`src/rtl/vm1_bus_ctl.sv`:
```
// VM1 bus interface unit: runs one handshaked cycle on the synchronous system bus per request.
// Optional feature macro VM1_ODD_ADDR_TRAP_EN: word access at an odd address traps to ERR without a bus cycle.
module vm1_bus_ctl #(
    parameter int unsigned TIMEOUT = 64,
    parameter int unsigned CNT_W   = 8
) (
    input  logic        clk,
    input  logic        reset_n,
    input  logic        req_rd,
    input  logic        req_wr,
    input  logic        req_byte,
    input  logic [15:0] dba,
    input  logic [15:0] dbo,
    output logic [15:0] dbi,
    output logic        busy,
    output logic        done,
    output logic        buserr,
    output logic [15:0] bus_addr,
    output logic [15:0] bus_wdata,
    output logic [1:0]  bus_sel,
    output logic        bus_we,
    output logic        bus_stb,
    input  logic [15:0] bus_rdata,
    input  logic        bus_ack
);

    typedef enum logic [1:0] {
        S_IDLE   = 2'd0,
        S_ACTIVE = 2'd1,
        S_DONE   = 2'd2,
        S_ERR    = 2'd3
    } state_e;

`ifdef VM1_ODD_ADDR_TRAP_EN
    localparam bit ODD_TRAP = 1'b1;
`else
    localparam bit ODD_TRAP = 1'b0;
`endif

    localparam logic [CNT_W-1:0] CNT_LAST = CNT_W'(TIMEOUT - 1);

    state_e            state_q, state_d;
    logic [CNT_W-1:0]  cnt_q, cnt_d;
    logic [15:0]       addr_q, addr_d;
    logic [15:0]       wdata_q, wdata_d;
    logic              byte_q, byte_d;
    logic              we_q, we_d;
    logic [15:0]       dbi_q, dbi_d;
    logic [15:0]       rd_mux;

    // Byte reads return the addressed lane right-justified and zero-extended.
    always_comb begin
        rd_mux = bus_rdata;
        if (byte_q) begin
            rd_mux = {8'h00, addr_q[0] ? bus_rdata[15:8] : bus_rdata[7:0]};
        end
    end

    always_comb begin
        state_d = state_q;
        cnt_d   = cnt_q;
        addr_d  = addr_q;
        wdata_d = wdata_q;
        byte_d  = byte_q;
        we_d    = we_q;
        dbi_d   = dbi_q;
        case (state_q)
            S_IDLE: begin
                if (req_rd && req_wr) begin
                    state_d = S_ERR;
                end else if (req_rd || req_wr) begin
                    addr_d  = dba;
                    wdata_d = dbo;
                    byte_d  = req_byte;
                    we_d    = req_wr;
                    cnt_d   = '0;
                    if (ODD_TRAP && !req_byte && dba[0]) begin
                        state_d = S_ERR;
                    end else begin
                        state_d = S_ACTIVE;
                    end
                end
            end
            S_ACTIVE: begin
                cnt_d = cnt_q + CNT_W'(1);
                // Ack takes priority over a timeout landing in the same cycle.
                if (bus_ack) begin
                    state_d = S_DONE;
                    if (!we_q) begin
                        dbi_d = rd_mux;
                    end
                end else if (cnt_q == CNT_LAST) begin
                    state_d = S_ERR;
                end
            end
            S_DONE:  state_d = S_IDLE;
            S_ERR:   state_d = S_IDLE;
            default: state_d = S_IDLE;
        endcase
    end

    always_ff @(posedge clk or negedge reset_n) begin
        if (!reset_n) begin
            state_q <= S_IDLE;
            cnt_q   <= '0;
            addr_q  <= '0;
            wdata_q <= '0;
            byte_q  <= 1'b0;
            we_q    <= 1'b0;
            dbi_q   <= '0;
        end else begin
            state_q <= state_d;
            cnt_q   <= cnt_d;
            addr_q  <= addr_d;
            wdata_q <= wdata_d;
            byte_q  <= byte_d;
            we_q    <= we_d;
            dbi_q   <= dbi_d;
        end
    end

    // Bus outputs decode from registered state only, so an async reset drops them at once.
    logic active;
    always_comb begin
        active    = (state_q == S_ACTIVE);
        bus_stb   = active;
        bus_we    = active && we_q;
        bus_addr  = active ? {addr_q[15:1], 1'b0} : 16'h0000;
        bus_sel   = 2'b00;
        bus_wdata = 16'h0000;
        if (active) begin
            if (byte_q) begin
                bus_sel   = addr_q[0] ? 2'b10 : 2'b01;
                bus_wdata = {wdata_q[7:0], wdata_q[7:0]};
            end else begin
                bus_sel   = 2'b11;
                bus_wdata = wdata_q;
            end
        end
        busy   = (state_q != S_IDLE);
        done   = (state_q == S_DONE);
        buserr = (state_q == S_ERR);
        dbi    = dbi_q;
    end

endmodule
```
`config.mk`:
```
export PLATFORM = sky130hd
export DESIGN_NAME = vm1_bus_ctl
export DESIGN_NICKNAME = d
export VERILOG_FILES = /design/src/rtl/vm1_bus_ctl.sv
export SDC_FILE = /design/constraint.sdc
export NUM_CORES = 1
export LEC_CHECK = 0
export BUFFER_PORTS_ARGS = -buffer_cell sky130_fd_sc_hd__buf_2
export CORE_MARGIN = 5
export CORE_UTILIZATION = 49
export CTS_CLUSTER_DIAMETER = 60
export DETAILED_ROUTE_END_ITERATION = 8
export PLACE_DENSITY = 0.8
export SETUP_SLACK_MARGIN = 0.15
export SYNTH_ARGS = -nofsm -noshare
export SYNTH_HDL_FRONTEND = slang
export SYNTH_SLANG_ARGS = --single-unit
```
`constraint.sdc`:
```
create_clock -name clk -period 2 [get_ports clk]
set_input_delay 0.2 -clock clk [delete_from_list [all_inputs] [get_ports clk]]
set_output_delay 0.2 -clock clk [all_outputs]
set_load 0.01 [all_outputs]
```
# Yosys cells after proc, flatten, opt, wreduce, memory -nomap -nowiden
# Cells that the tools add are included.
[word_totals]
mem_count = 0
latch_bits = 0
register_bits = 60
mem_bits_rw = 0
rom_bits = 0
elab_cells = 45
[op_classes]
n_shift = 0
n_eq_ne = 8
n_bitwise = 2
order_cmp = 0
n_mul = 0
div_mod_pow = 0
reduce_logical = 11
n_addsub = 1
muxes = 16
[ops]
columns = ["operator", "n"]
rows = [
  ["$mux 16", 4],
  ["$mux 8", 3],
  ["$pmux 8 s2", 1],
  ["$mux 2", 7],
  ["$reduce_and 3->1", 3],
  ["$add 8x1->8 const B", 1],
  ["$eq 8x6->1 const B", 1],
  ["$pmux 2 s3", 1],
  ["$eq 2x2->1 const B", 2],
  ["$ne 2x2->1 const B", 2],
  ["$reduce_bool 2->1", 2],
  ["$ne 3x1->1 const B", 1],
  ["$ne 3x3->1 const B", 1],
  ["$eq 2x1->1 const B", 1],
  ["$logic_and 1x1->1", 2],
  ["$logic_not 2->1", 1],
  ["$not 1->1", 2],
  ["$reduce_and 2->1", 1],
  ["$reduce_or 2->1", 1],
  ["$logic_or 1x1->1", 1],
]

# Logic depth before layout (Yosys ltp)
# Gate-level depths: netlist of run 1.
[logic_depth]
ltp_word = 4
depth_mapped = 7
ltp_nobuf = 5

# Least setup slack after synthesis of run 1
# OpenSTA, ideal clock, no wires.
[synth_timing]
kind = "register to output"
start = "register state_q[1]"
end = "output port bus_addr[14]"
n_path_buf = 2
path_stages_with_launch = 6
path_slack_ps = 479
required_ps = 1800
t_arrival_ps = 1321
path_cell_list = "dfrtp_1 > clkbuf_1 > nand2b_1 > inv_1 > clkbuf_1 > and2_1"
[synth_via]
elab_chain_cells = 2
[synth_rtl]
columns = ["element", "line", "source"]
rows = [
  ["start: declaration", "42", "state_e state_q, state_d;"],
  ["start signal: assignment", "112", "state_q <= state_d;"],
  ["$eq 2x1->1", "125", "active = (state_q == S_ACTIVE);"],
  ["via bus_stb", "22", "output logic bus_stb,"],
  ["$mux 16", "128", "bus_addr = active ? {addr_q[15:1], 1'b0} : 16'h0000;"],
  ["end: declaration", "18", "output logic [15:0] bus_addr,"],
]
# The timed path passes the listed nets, and every way through them passes these cells.

# Final worst setup path of run 1
[layout_timing]
start = "register state_q[1]"
end = "output port bus_addr[7]"
[layout_via]
elab_chain_cells = 2
[layout_rtl]
columns = ["element", "line"]
rows = [
  ["$eq 2x1->1", "125"],
  ["$mux 16", "128"],
]
# Every way passes these cells.

==> results.yml, run 1 <==
status:
  status: "completed"
final_layout:
  antenna_cells: 0
  nFillCells: 463
  syn_to_final_growth_pct: 31.3
  drive_gt1_share_pct: 47.0
  multi_input_area_mm2: 0.00123
  fin_nets: 420
  final_cells: 442
  seq_area_mm2: 0.00151
grt:
  antenna_found_initial: 0
  grt_pass1_wl_mm: 10.8
  overflow: 0
  grt_pass1_vias: 2300
  grtUsageTotal_pct: 18.9
  grt_start_max_net_pins: 41
yosys:
  synth_cells: 252
  synth_edf_count: 0
  synth_nets: 307
  synthArstFlopShare_pct: 100
  synth_area_mm2: 0.00281
  synthFlopType: "dfrtp_1"
  synth_area_per_cell_um2: 11.2
  synth_cell_types: 33
  synth_seq_cells: 60
  yosysSeqAreaShare_pct: 53.4
  yosysWarnings: 0
place:
  globalplace.congestion: 0.747
  dpl.hpwl_mm: 4.72
  dp.cells: 422
  port_buffers: 107
clock_tree:
  cts_buffers: 9
  clock_latency_ps: 320
  cts_root_buffer: "clkbuf_8"
  clkTransAtPathRegs_ps: 70
  tritoncts: "built"
  clock_sinks: 60
  htreeDepth: 3
  cts_max_path_buffers: 2
sta:
  finalSetupViolCount: 0
  period_share_pct: 87.9
  max_freq_mhz: 569
  tns_ps: 0
  slew_violations: 0
  skew_ps: 5.39
  hold_viol: 0
  finalCriticalPeriod_ps: 1760
  slew_headroom_pct: 66.3
  rsz0062_at_grt: "false"
  worst_pin_slew_ps: 506
power_and_ir_drop:
  p_switching_mw: 2.09
  p_clk_share_pct: 18.7
  combPwrFrac_pct: 44.0
  powerDensity_mw_per_mm2: 1580
  power_frac_seq_pct: 37.3
  ir_drop_mv: 1.01
  switching_share_pct: 35.9
  leakagePower_nw: 1.93
  p_int_mw: 3.73
detailed_routing:
  num_vias: 2219
  post_drt_wl_per_cell_um: 14.7
  routed_wl_mm: 6.50
  drt_iter0_markers: 98
  viasPerCell: 5.02
  drc: 0
  drtPass1Iterations: 4
  drtAntennaViolNets: 0
job:
  maxCapViolations: 0
critical_path:
  crit_type: "flip-flop to output port"
  r2r_start: "state_q[1]"
  worstPathRequired_ps: 1800
  timing.rr.end: "cnt_q[7]"
  r2r_cells: 3
  cp-endpoint: "bus_addr[7]"
  arrival_ps: 1560
  r2r_setup_slack_ps: 470
  start_kind: "flip-flop"
  crit_fanout: 20
  cp-end-kind: "output port"
  crit_start: "state_q[1]"
die:
  die_x_um: 85.7
  coreArea_mm2: 0.00554
  dieArea_mm2: 0.00735
  die_h_um: 85.7
  rows: 27
  start_util_pct: 50.7
  ios: 109
worst_hold_path:
  holdCritPathClass: "input port to flip-flop"
==> state kept, by name, indices dropped and copies added, names as in the netlist <==
register and count:
addr_q 16, dbi 16, wdata_q 16, cnt_q 8, state_q 2, byte_q 1, we_q 1
==> cells by family after synthesis <==
group,count (synthesis),synth area share (%)
AOI/OAI and AO/OA,32,7.08
xor gates and xnor gates,1,0.312
other,1,0.133
DFF,60,53.4
muxes,51,19.7
buffers and inverters,19,2.98
adders and majority gates,1,0.445
and+or+nand+nor,87,16.0
==> cells in the final DEF, fill, tap and decap left out, types with 5 or more instances in the layout <==
| master | n |
|---|---|
| mux2i_1 | 17 |
| dfrtp_1 | 57 |
| mux2_2 | 34 |
| nand2b_1 | 11 |
| nor2_1 | 12 |
| nand2_1 | 24 |
| nor3_1 | 5 |
| buf_2 | 107 |
| o21ai_0 | 18 |
| clkbuf_8 | 11 |
| and2_1 | 25 |
| buf_4 | 6 |
==> layer usage <==
layer	vias up	track usage, %	routed length [um]
met4	0	9.35	148
met2	81	30.4	3230
li1	1082	-	-
met1	1045	22.8	2620
met3	11	6.15	504
met5	-	0	0
==> worst max-delay path, stage by stage, from the launching register on <==
cell	delay (ps)
dfrtp_2	460
nand2b_1	230
inv_4	130
buf_12	140
and2_1	140
buf_2	130
==> metrics by stage <==
stage	worst slack (ps)	hold WS [ps]	total power [mW]	utilization [%]	cell area, um^2
detailed placement	336	189	4.72	62.3	3450
CTS	159	86.1	5.84	66.1	3660
global placement	474	198	4.62	62.3	3450
finish	242	103	5.82	66.6	3690
floorplan	479	-95.6	3.73	-	2810
global route	138	77.3	6.27	66.6	3690
==> synthesized netlist by cell type, drive strengths merged, types with 2 or more instances <==
master,n,share of area [%]
a21oi,4,0.71
a22o,3,1.1
and2,25,5.6
buf,9,1.6
clkbuf,6,0.80
dfrtp,60,53
inv,4,0.53
mux2,34,14
mux2i,17,6.1
nand2,24,3.2
nand2b,11,2.4
nand3,3,0.53
nand3b,2,0.53
nor2,12,1.6
nor3,5,0.89
o21ai,18,3.2
==> repair_timing <==
action	CTS	global route
buffers inserted	0	3
hold endpoints to repair	21	0
resized for setup	3	2
hold buffers	1	0
setup endpoints to repair	21	20
==> power by group through the flow <==
stage                     Combinational [mW]  Sequential [mW]  Clock, mW
after floorplan                         1.63             2.10          0
after global placement                  2.46             2.16          0
after detailed placement                2.54             2.18          0
after CTS                               2.55             2.17       1.11
after global routing                    2.82             2.25       1.19
final                                   2.56             2.17       1.09
==> cell type report <==
type                    instances  share of cell area (%)
multi-input cells             173                    33.2
inverters                       4                   0.475
repair buffers                117                    17.6
flip-flops and latches         60                    40.8
well taps                      72                    2.44
clock inverters                 5                    1.36
clock buffers                  11                    4.10
==> worst min-delay path by stage <==
| stage | startpoint | to | slack, ps | depth (start not counted) |
|---|---|---|---|---|
| finish | dba[12] | addr_q[12] | 100 | 2 |
| global route | dbo[7] | wdata_q[7] | 80 | 2 |
| CTS | dba[10] | addr_q[10] | 90 | 2 |
| detailed placement | reset_n | addr_q[5] | 190 | 1 |
| global placement | reset_n | addr_q[5] | 200 | 1 |
| floorplan | reset_n | addr_q[0] | -100 | 0 |
Note: power is estimated with default switching activity, not from simulation.
==> run 2, diff against run 1 <==
--- a/config.mk
+++ b/config.mk
@@ -7,10 +7,11 @@
 export LEC_CHECK = 0
 export BUFFER_PORTS_ARGS = -buffer_cell sky130_fd_sc_hd__buf_2
 export CORE_MARGIN = 5
-export CORE_UTILIZATION = 49
+export CORE_UTILIZATION = 50
+export CTS_BUF_LIST = sky130_fd_sc_hd__clkbuf_8
 export CTS_CLUSTER_DIAMETER = 60
 export DETAILED_ROUTE_END_ITERATION = 8
-export PLACE_DENSITY = 0.8
+export PLACE_DENSITY_LB_ADDON = 0.05
 export SETUP_SLACK_MARGIN = 0.15
 export SYNTH_ARGS = -nofsm -noshare
 export SYNTH_HDL_FRONTEND = slang
==> run 2 against run 1 <==
Net effect: first-iteration DRC count is 23% higher; non-clock buffer count fell by 3; sequential power about the same; cell count shrank 0.68%; combinational power decreased by 3%; core utilization about the same; global-route usage fell by 1.3 points; maximum frequency increased by 3.4%; count of clock-buffer cells in the layout up 1; register-to-register slack about the same; critical path depth unchanged; largest cell class unchanged.
==> results.yml, run 2 (same netlist as run 1, synthesis figures left out) <==
clock_tree:
  postCtsSetupRepairBufs: 0
  htreeDepth: 3
  clock_latency_ps: 310
  clkTransAtPathRegs_ps: 60
  cts_root_buffer: "clkbuf_8"
  cts_max_path_buffers: 2
  cts_buffers: 9
  clock_sinks: 60
  tritoncts: "built"
die:
  die_x_um: 85.0
  start_util_pct: 51.4
  rows: 27
  coreArea_mm2: 0.00547
  dieArea_mm2: 0.00722
  ios: 109
  die_h_um: 85.0
detailed_routing:
  num_vias: 2212
  routed_wl_mm: 6.07
  drt_iter0_markers: 121
  drtAntennaViolNets: 0
  viasPerCell: 5.04
  drtPass1Iterations: 4
  post_drt_wl_per_cell_um: 13.8
  drc: 0
critical_path:
  crit_type: "flip-flop to output port"
  cp-end-kind: "output port"
  start_kind: "flip-flop"
  arrival_ps: 1500
  crit_fanout: 26
  worstPathRequired_ps: 1800
final_layout:
  seq_area_mm2: 0.00151
  finalInstanceArea_mm2: 0.00365
  syn_to_final_growth_pct: 29.7
  fin_nets: 417
  multi_input_area_mm2: 0.00123
  nFillCells: 457
  final_common_cell: "buf_2"
  drive_gt1_share_pct: 45.8
  antenna_cells: 0
  final_cells: 439
  mostFrequentLayoutCells: "107 x buf_2, 57 x dfrtp_1, 34 x mux2_2, 25 x and2_1, 24 x nand2_1"
  final_util_pct: 66.6
place:
  globalplace.congestion: 0.749
  place_area_mm2: 0.00344
  port_buffers: 107
  dpl.hpwl_mm: 4.29
  dp.cells: 422
  dp_slack_ps: 440
status:
  status: "completed"
power_and_ir_drop:
  leakagePower_nw: 1.91
  powerDensity_mw_per_mm2: 1530
  ir_drop_mv: 0.846
  total_power_mw: 5.59
job:
  maxCapViolations: 0
grt:
  grtUsageTotal_pct: 17.6
  antenna_found_initial: 0
  overflow: 0
  grt_pass1_wl_mm: 10.3
  grt_pass1_vias: 2229
  grt_start_max_net_pins: 61
sta:
  hold_slack_ps: 94.4
  rsz0062_at_grt: "false"
  slew_violations: 0
  finalSetupViolCount: 0
  worst_slack_ps: 299
  skew_ps: 3.78
  tns_ps: 0
  hold_viol: 0
  max_freq_mhz: 588
  finalCriticalPeriod_ps: 1700
  period_share_pct: 85.0
worst_hold_path:
  holdCritPathClass: "input port to flip-flop"
==> run 2: report_power, final <==
group / internal [mW] / switching, mW / leakage, nW / total, mW
Sequential: 1.78 / 0.369 / 0.736 / 2.15
Combinational: 1.27 / 1.21 / 1.07 / 2.48
Clock: 0.536 / 0.427 / 0.106 / 0.963
Total: 3.59 / 2.00 / 1.91 / 5.59
==> run 2: worst max-delay path, stage by stage, from the launching register on <==
cell	delay [ps]
dfrtp_2	460
nand2b_1	200
inv_2	100
buf_12	160
and2_1	140
buf_2	130
==> run 2: what timing repair did <==
action	in CTS	in global routing
hold buffers	1	0
endpoints found under the hold margin	60	0
resized for setup	2	5
setup endpoints to repair	23	25
==> run 2: final cells by class <==
class	instances	area share, %
clock buffers	12	4.53
clock inverters	4	0.446
inverters	4	0.412
multi-input cells	173	33.6
flip-flops and latches	60	41.3
well taps	72	2.47
repair buffers	114	17.2
==> run 2: final timing paths <==
| kind | startpoint | slack (ps) | cells after the start | end |
|---|---|---|---|---|
| min in group asynchronous | reset_n | 420 | 3 | addr_q[11] |
| hold / removal | bus_ack | 90 | 2 | state_q[0] |
| setup / recovery | state_q[1] | 300 | 5 | bus_addr[2] |
| setup reg to reg | state_q[1] | 470 | 3 | cnt_q[7] |
| max in group asynchronous | reset_n | 1310 | 3 | byte_q |
| hold reg to reg | dbi[3] | 480 | 2 | dbi[3] |
==> run 2: routing by layer <==
layer	part of all wire (%)	track usage, %
met3	9.6	6.80
met2	47	29.0
met4	1.4	5.18
met1	42	21.5
met5	0	0
==> run 3, diff against run 2 <==
--- a/config.mk
+++ b/config.mk
@@ -5,12 +5,13 @@
 export SDC_FILE = /design/constraint.sdc
 export NUM_CORES = 1
 export LEC_CHECK = 0
-export BUFFER_PORTS_ARGS = -buffer_cell sky130_fd_sc_hd__buf_2
 export CORE_MARGIN = 5
-export CORE_UTILIZATION = 50
+export CORE_UTILIZATION = 65
 export CTS_BUF_LIST = sky130_fd_sc_hd__clkbuf_8
 export CTS_CLUSTER_DIAMETER = 60
 export DETAILED_ROUTE_END_ITERATION = 8
+export DONT_BUFFER_PORTS = 1
+export MAX_ROUTING_LAYER = met4
 export PLACE_DENSITY_LB_ADDON = 0.05
 export SETUP_SLACK_MARGIN = 0.15
 export SYNTH_ARGS = -nofsm -noshare
==> run 3 against run 2 <==
Net effect: clock skew grew 1.9 ps; critical path type unchanged; clock power shrank 9.0%; critical endpoint is now bus_addr[4]; die area shrank 21%; setup slack lost 35 ps; register-to-register slack is essentially flat.
==> results.yml, run 3 (same netlist as run 1, synthesis figures left out) <==
power_and_ir_drop:
  total_power_mw: 5.06
  power_frac_seq_pct: 44.9
  p_switching_mw: 1.92
  ir_drop_mv: 0.832
  combPwrFrac_pct: 37.8
  p_clk_share_pct: 17.3
  powerDensity_mw_per_mm2: 1650
  p_int_mw: 3.14
  leakagePower_nw: 1.42
  switching_share_pct: 37.9
die:
  die_x_um: 75.8
  coreArea_mm2: 0.00426
  dieArea_mm2: 0.00574
  ios: 109
  die_h_um: 75.8
  rows: 24
  start_util_pct: 65.9
final_layout:
  antenna_cells: 0
  finalInstanceArea_mm2: 0.00307
  final_util_pct: 72.1
  final_common_cell: "dfrtp_1"
  fin_nets: 311
  drive_gt1_share_pct: 22.4
  syn_to_final_growth_pct: 9.30
  mostFrequentLayoutCells: "58 x dfrtp_1, 34 x mux2_2, 25 x and2_1, 24 x nand2_1, 18 x o21ai_0"
place:
  port_buffers: 0
  place_area_mm2: 0.00286
  globalplace.congestion: 0.783
  dpl.hpwl_mm: 4.15
grt:
  grt_pass1_vias: 1923
  overflow: 0
  grt_start_max_net_pins: 61
  antenna_found_initial: 0
  grt_pass1_wl_mm: 8.95
  grtUsageTotal_pct: 21.7
detailed_routing:
  post_drt_wl_per_cell_um: 18.7
  drc: 0
  num_vias: 1829
  drtAntennaViolNets: 0
  drtPass1Iterations: 4
  viasPerCell: 5.88
  routed_wl_mm: 5.81
  drt_iter0_markers: 144
worst_hold_path:
  hold_start: "req_wr"
  hold_depth: 2
  worst_hold_path.endpoint: "we_q"
  holdCritPathClass: "input port to flip-flop"
critical_path:
  crit_type: "flip-flop to output port"
  timing.rr.end: "cnt_q[6]"
  r2r_cells: 4
  r2r_start: "cnt_q[0]"
  arrival_ps: 1540
  start_kind: "flip-flop"
  r2r_setup_slack_ps: 470
  worstPathRequired_ps: 1800
  crit_fanout: 26
  cp-end-kind: "output port"
clock_tree:
  clkTransAtPathRegs_ps: 60
  clock_latency_ps: 320
  cts_buffers: 9
  htreeDepth: 3
  postCtsSetupRepairBufs: 0
  clock_sinks: 60
  cts_max_path_buffers: 2
  cts_root_buffer: "clkbuf_8"
  tritoncts: "built"
sta:
  finalCriticalPeriod_ps: 1740
  skew_ps: 5.69
  rsz0062_at_grt: "false"
  period_share_pct: 86.8
  hold_viol: 0
  tns_ps: 0
  slew_violations: 0
  finalSetupViolCount: 0
  max_freq_mhz: 576
  hold_slack_ps: 20.6
status:
  status: "completed"
job:
  maxCapViolations: 0
## run 3: cell count changes in the layout (fill, tap and decap cells not counted)
cell | previous run | this run
clkbuf_8 | 12 | 10
buf_12 | 3 | 1
buf_2 | 107 | 0
dfrtp_2 | 3 | 2
dlygate4sd3_1 | 1 | 2
clkinvlp_4 | 0 | 1
buf_16 | 0 | 1
buf_8 | 0 | 1
dfrtp_1 | 57 | 58
inv_2 | 1 | 0
## run 3: repair_timing
action                                 4_1_cts  5_1_grt
resized for setup                            2        2
endpoints found under the hold margin       61        0
setup endpoints to repair                   23       23
gates cloned                                 0        0
pin swaps                                    0        0
hold buffers                                 3        0
## run 3: power groups by stage
stage	sequential (mW)	clock, mW	combinational, mW
floorplan	2.10	0	1.63
global placement	2.24	0	1.79
detailed placement	2.29	0	1.88
CTS	2.27	0.906	1.93
global route	2.36	0.958	2.12
finish	2.27	0.876	1.91
## run 3: area by class of cell
| type | count | area [um^2] |
|---|---|---|
| inverter | 4 | 15.0 |
| sequential | 60 | 1500 |
| fill | 318 | 1190 |
| tap | 52 | 65.1 |
| timing repair buffer | 8 | 105 |
| clock inverter | 4 | 20.0 |
| multi-input combinational | 173 | 1230 |
| clock buffer | 10 | 138 |
## run 3: worst max-delay path by stage
stage	start	endpoint	slack, ps
2_1_floorplan	state_q[1]	bus_addr[14]	480
3_3_place_gp	state_q[0]	bus_addr[2]	540
3_5_place_dp	state_q[0]	bus_addr[2]	460
4_1_cts	state_q[1]	bus_addr[2]	190
5_1_grt	state_q[1]	bus_addr[2]	170
6_report	state_q[1]	bus_addr[4]	260
## run 3: layer usage
layer	track usage [%]	part of all wire, %	vias to the layer above
li1	-	-	860
met1	25.4	40	884
met4	9.90	1.4	0
met2	34.5	51	77
met5	-	0	-
met3	6.46	7.6	8
## run 3: metrics by stage
step	cells	setup slack [ps]
after floorplan	252	479
after global placement	294	539
after detailed placement	294	458
after CTS	311	192
after global routing	311	171
final	311	265
## run 3: worst max-delay path: stages (launching register included)
cell	delay (ps)
dfrtp_2	460
nand2b_1	210
inv_1	140
buf_8	200
and2_1	210
